### config.mk
export PLATFORM = sky130hd
export DESIGN_NAME = ram_dual_arb
export DESIGN_NICKNAME = d
export VERILOG_FILES = /design/src/rtl/ram_dual_arb.sv
export SDC_FILE = /design/constraint.sdc
export NUM_CORES = 1
export LEC_CHECK = 0
export BUFFER_PORTS_ARGS = -buffer_cell sky130_fd_sc_hd__clkbuf_2
export CAP_MARGIN = 20
export CORE_AREA = 2 2 46 69
export CTS_BUF_LIST = sky130_fd_sc_hd__clkbuf_2 sky130_fd_sc_hd__clkbuf_4 sky130_fd_sc_hd__clkbuf_8
export DETAILED_ROUTE_END_ITERATION = 12
export DIE_AREA = 0 0 48 71
export PLACE_DENSITY = 0.86
export SLEW_MARGIN = 40
export SYNTH_ARGS = -nofsm -noshare
export SYNTH_HDL_FRONTEND = slang
export SYNTH_SLANG_ARGS = --single-unit
### constraint.sdc
create_clock -name clk -period 2.95 [get_ports clk]
set_clock_uncertainty 0.2 [all_clocks]
set_input_delay 0.295 -clock clk [delete_from_list [all_inputs] [get_ports clk]]
set_output_delay 0.295 -clock clk [all_outputs]
set_load 0.03 [all_outputs]
### src/rtl/ram_dual_arb.sv
// Two-requester arbiter/sequencer in front of one synchronous-read RAM port.
// Define RAM_ARB_RR_EN for round-robin tie-breaking; otherwise A has fixed priority.
module ram_dual_arb #(
    parameter int ADDR_W = 8,
    parameter int DATA_W = 8
) (
    input  logic              clk,
    input  logic              rst_n,
    input  logic              a_req,
    input  logic              a_we,
    input  logic [ADDR_W-1:0] a_addr,
    input  logic [DATA_W-1:0] a_wdata,
    output logic              a_gnt,
    output logic              a_rvalid,
    output logic [DATA_W-1:0] a_rdata,
    input  logic              b_req,
    input  logic              b_we,
    input  logic [ADDR_W-1:0] b_addr,
    input  logic [DATA_W-1:0] b_wdata,
    output logic              b_gnt,
    output logic              b_rvalid,
    output logic [DATA_W-1:0] b_rdata,
    output logic              ram_en,
    output logic              ram_we,
    output logic [ADDR_W-1:0] ram_addr,
    output logic [DATA_W-1:0] ram_wdata,
    input  logic [DATA_W-1:0] ram_rdata
);

    logic              gnt_any;
    logic              sel_we;
    logic [ADDR_W-1:0] sel_addr;
    logic [DATA_W-1:0] sel_wdata;
    logic              tag1_valid, tag1_owner;
    logic              tag2_valid, tag2_owner;

`ifdef RAM_ARB_RR_EN
    logic last;  // 1 = B was granted most recently

    always_comb begin
        a_gnt = rst_n & a_req & (~b_req | last);
        b_gnt = rst_n & b_req & (~a_req | ~last);
    end

    always_ff @(posedge clk or negedge rst_n) begin
        if (!rst_n) begin
            last <= 1'b1;
        end else if (a_gnt) begin
            last <= 1'b0;
        end else if (b_gnt) begin
            last <= 1'b1;
        end
    end
`else
    always_comb begin
        a_gnt = rst_n & a_req;
        b_gnt = rst_n & b_req & ~a_req;
    end
`endif

    always_comb begin
        gnt_any   = a_gnt | b_gnt;
        sel_we    = b_gnt ? b_we    : a_we;
        sel_addr  = b_gnt ? b_addr  : a_addr;
        sel_wdata = b_gnt ? b_wdata : a_wdata;
    end

    always_ff @(posedge clk or negedge rst_n) begin
        if (!rst_n) begin
            ram_en    <= 1'b0;
            ram_we    <= 1'b0;
            ram_addr  <= '0;
            ram_wdata <= '0;
        end else begin
            ram_en <= gnt_any;
            ram_we <= gnt_any & sel_we;
            if (gnt_any) begin
                ram_addr  <= sel_addr;
                ram_wdata <= sel_wdata;
            end
        end
    end

    // Stage 2 lines up with ram_rdata, one cycle after the RAM sees the read.
    always_ff @(posedge clk or negedge rst_n) begin
        if (!rst_n) begin
            tag1_valid <= 1'b0;
            tag1_owner <= 1'b0;
            tag2_valid <= 1'b0;
            tag2_owner <= 1'b0;
        end else begin
            tag1_valid <= gnt_any & ~sel_we;
            tag1_owner <= b_gnt;
            tag2_valid <= tag1_valid;
            tag2_owner <= tag1_owner;
        end
    end

    always_comb begin
        a_rvalid = tag2_valid & ~tag2_owner;
        b_rvalid = tag2_valid & tag2_owner;
        a_rdata  = ram_rdata;
        b_rdata  = ram_rdata;
    end

endmodule

# Yosys cells after proc, flatten, opt, wreduce, memory -nomap -nowiden
# Cells that the tools add are included.
[op_classes]
muxes = 3
addsub = 0
n_eq_ne = 0
order_cmp = 0
div = 0
shift = 0
bitwise_logic = 11
reduce_logical = 0
multipliers = 0
[ops]
columns = ["cell", "n"]
rows = [
  ["8-bit 2-to-1 mux", 2],
  ["1-bit bitwise AND", 7],
  ["1-bit inverter", 3],
  ["1-bit 2-to-1 mux", 1],
  ["1-bit bitwise OR", 1],
]
[totals]
latch_bits = 0
inputBits = 46
word_cells = 22
romBits = 0
out_inout_bits = 38
reg_bits = 22
mem_bits_rw = 0
memories = 0

# Longest topological paths before layout
[logic_depth]
depth_word = 5
depth_mapped = 5
ltp_nobuf = 2

# Least setup slack after synthesis
# Ideal clock, no wire load.
[synth_timing]
kind = "input port to output port"
from = "input port a_req"
to = "output port b_gnt"
setup_slack_ns = 1.359
n_path_buf = 3
path_stages = 4
required_ns = 2.455
t_arrival_ns = 1.096
cell_sequence = "buf_4 buf_2 buf_6 and3b_1"
[synth_between]
elab_chain_len = 2
[synth_rtl]
columns = ["element", "line", "rtl"]
rows = [
  ["start, declared", "9", "input logic a_req,"],
  ["1-bit inverter", "57", "b_gnt = rst_n & b_req & ~a_req;"],
  ["1-bit bitwise AND", "57", ""],
  ["end, declared", "20", "output logic b_gnt,"],
]
# Every way passes these cells.

# Worst setup path in the final report
[layout_timing]
from = "input port rst_n"
to = "output port a_gnt"
[layout_between]
elab_chain_len = 1
[layout_rtl]
columns = ["element", "line", "rtl"]
rows = [
  ["start, declared", "8", "input logic rst_n,"],
  ["1-bit bitwise AND", "56", "a_gnt = rst_n & a_req;"],
  ["end, declared", "13", "output logic a_gnt,"],
]
# Every way passes these cells.

==> impl_metrics.csv <==
group,metric,value,unit
status,status,"completed",
synthesis,synthesis.nets,153,
power,power.density,493,nW/µm²
setup_path,cp.required,2.46,ns
floorplanning,die_area,3410,µm²
synthesis,ys_seq_elements,22,
sta,fmax,436,MHz
global_routing,top_usage_layer,"met2",
clock_tree,worstSkewPairLatency,0.25,ns
setup_path,critPathLaunchType,"input port",
final_layout,final_area,1480,µm²
clock_tree,postCtsSetupBuffers,0,
power,ir_worst_vdd,0.000230,V
sta,worst_pin_slew,0.616,ns
clock_tree,ctsHtreeMaxLevel,1,
final_layout,area_delta_synth_final,15.2,%
route,routedWlPerCell,14.1,µm
global_routing,first_global_vias,935,
sta,post-route-min-period,2.29,ns
clock_tree,clock-sinks,22,
clock_tree,cts_root_buf,"clkbuf_8",
final_layout,nNetsFinal,192,
setup_path,critical_path_buf_inv_count,4,
sta,timing.final.hold_violations,0,
floorplanning,core.rowCount,24,
setup_path,path_cells,"dlygate4sd3_1 > clkbuf_2 > nand2_1 > inv_1 > clkbuf_2",
sta,setup_tns,0,ns
synthesis,netlist_area,1280,µm²
route,dr.pass1.iters,3,
placement,dpl.hpwl,1900,µm
route,vias,973,
synthesis,ys_seq_area_frac,0.429,
clock_tree,clock_path_buffers,2,
sta,maxSlewHeadroom,0.590,
power,p_leak,0.721,nW
route,drc,0,
global_routing,grt_use_total,0.154,
clock_tree,cts_tree,"yes",
global_routing,grt_pass1_wl,3910,µm
global_routing,grt_start_max_net_pins,38,
final_layout,drive_above_1_share,0.438,
global_routing,grt-ovfl-total,0,
route,totalWireLength,2580,µm
floorplanning,initial_core_util,0.450,
floorplanning,pin_count,84,
setup_path,cp_slowest_cell,"dlygate4sd3_1",
sta,drv_slew,0,
route,via_per_inst,5.32,
sta,setup_violations,0,
final_layout,layout_commonest_cell,"clkbuf_2",
setup_path,crit_path_frequent_cell,"clkbuf_2",
min_path,min_path_type,"in -> reg",
sta,rsz0062_at_grt,"no",
placement,place_congestion,0.701,
power,finalPower,0.000728,W
floorplanning,die_h,71,µm
floorplanning,die_w,48,µm
setup_path,crit_fanout,30,
global_routing,gr-usage-met1,0.199,
global_routing,grtUsageMet3,0.0357,
floorplanning,core,2850,µm²
clock_tree,clk_pin_slew,0.07,ns
setup_path,cp_top_family,"buffers and inverters",
setup_path,worst_path_largest_cell_delay,0.52,ns
global_routing,gr-usage-met2,0.243,
route,ant_nets,0,
sta,finalCritPeriodShare,0.777,
placement,dpl-instance-area,1430,µm²
setup_path,crit_type,"in -> out",
global_routing,antenna_found_initial,0,
placement,io_buffers,59,
setup_path,arrival,1.80,ns
synthesis,yosys_warnings,0,
synthesis,synthCells,107,
synthesis,synth_cell_types,18,
setup_path,cp-end-kind,"output port",
final_layout,n_fill_cell,259,
synthesis,syn_avg_cell_area,12.0,µm²
final_layout,layout_common_cells,"clkbuf_2, dfrtp_1, nand4bb_1, nand3b_1, o211a_1",
final_layout,diodes,0,
clock_tree,cts_buffers,3,
flow_run,drv_cap,0,
route,drtIter0Drc,17,
-- report_power, final --
part           switching, W  leakage [nW]  internal (W)  total, W
Combinational      0.000124         0.444     0.0000787  0.000203
Sequential        0.0000178         0.255      0.000334  0.000352
Clock             0.0000824        0.0216     0.0000906  0.000173
Total              0.000225         0.721      0.000504  0.000728
-- final timing paths --
path                       slack, ns           end         start  depth (start not counted)
min                             0.08        ram_we          a_we                          3
min in group asynchronous       0.38    tag2_owner         rst_n                          2
max reg2reg                     2.02  ram_wdata[0]  ram_wdata[0]                          1
max                             0.66         a_gnt         rst_n                          5
min reg2reg                     0.15    tag2_owner    tag1_owner                          0
max in group asynchronous       1.46        ram_en         rst_n                          3
-- cell families (layout without fill, tap and decap cells) --
group	count (synthesis)	count (layout)	share of synthesized area
compound gates	19	19	0.144
buf+inv	28	65	0.165
flops	22	22	0.429
simple gates	38	38	0.261
-- per-stage QoR --
step | std cells | worst slack, ns | utilization | hold slack, ns
after floorplan | 107 | 1.36 | - | -0.201
after global placement | 179 | 1.11 | 0.500 | 0.0855
final | 183 | 0.658 | 0.518 | 0.0844
after detailed placement | 179 | 0.986 | 0.500 | 0.113
after CTS | 183 | 0.648 | 0.518 | 0.0795
after global routing | 183 | 0.472 | 0.518 | 0.0997
-- per-layer routing --
layer | routed length [µm] | vias to the layer above
li1 | - | 461
met1 | 1140 | 466
met2 | 1230 | 44
met3 | 189 | 2
met4 | 14 | 0
met5 | 0 | -
-- area by class of cell --
type / instances / area, µm² / area share
Clock buffer: 3 / 41.3 / 0.0279
Inverter: 1 / 3.75 / 0.00254
Multi-Input combinational cell: 57 / 520 / 0.352
Sequential cell: 22 / 551 / 0.373
Tap cell: 39 / 48.8 / 0.0330
Timing Repair Buffer: 61 / 313 / 0.212
-- state kept, by name, indices dropped and copies added, names as in the netlist --
register    flops
tag1_valid      1
ram_en          1
ram_wdata       8
tag1_owner      1
tag2_valid      1
ram_we          1
ram_addr        8
tag2_owner      1
-- cells in the mapped netlist --
| cell type | instances | area share |
|---|---|---|
| nand3b_1 | 15 | 0.088 |
| nor3b_1 | 1 | 0.0059 |
| buf_6 | 3 | 0.026 |
| a21boi_1 | 1 | 0.0059 |
| inv_1 | 1 | 0.0029 |
| o221a_1 | 2 | 0.018 |
| buf_4 | 18 | 0.11 |
| o21a_1 | 2 | 0.012 |
| and3b_1 | 1 | 0.0068 |
| nor2b_1 | 2 | 0.0098 |
| nand4bb_1 | 16 | 0.14 |
| buf_2 | 4 | 0.016 |
| o211a_1 | 14 | 0.11 |
| dfrtp_1 | 22 | 0.43 |
| clkbuf_1 | 1 | 0.0029 |
| nand2_1 | 2 | 0.0059 |
| buf_8 | 1 | 0.012 |
| and2_1 | 1 | 0.0049 |
-- what timing repair did --
item | in CTS | in global routing
hold buffers | 1 | 0
gates resized for setup | 0 | 0
endpoints found under the hold margin | 12 | 0
endpoints found under the setup margin | 0 | 0
No activity file was read; power rests on OpenSTA's default activity.
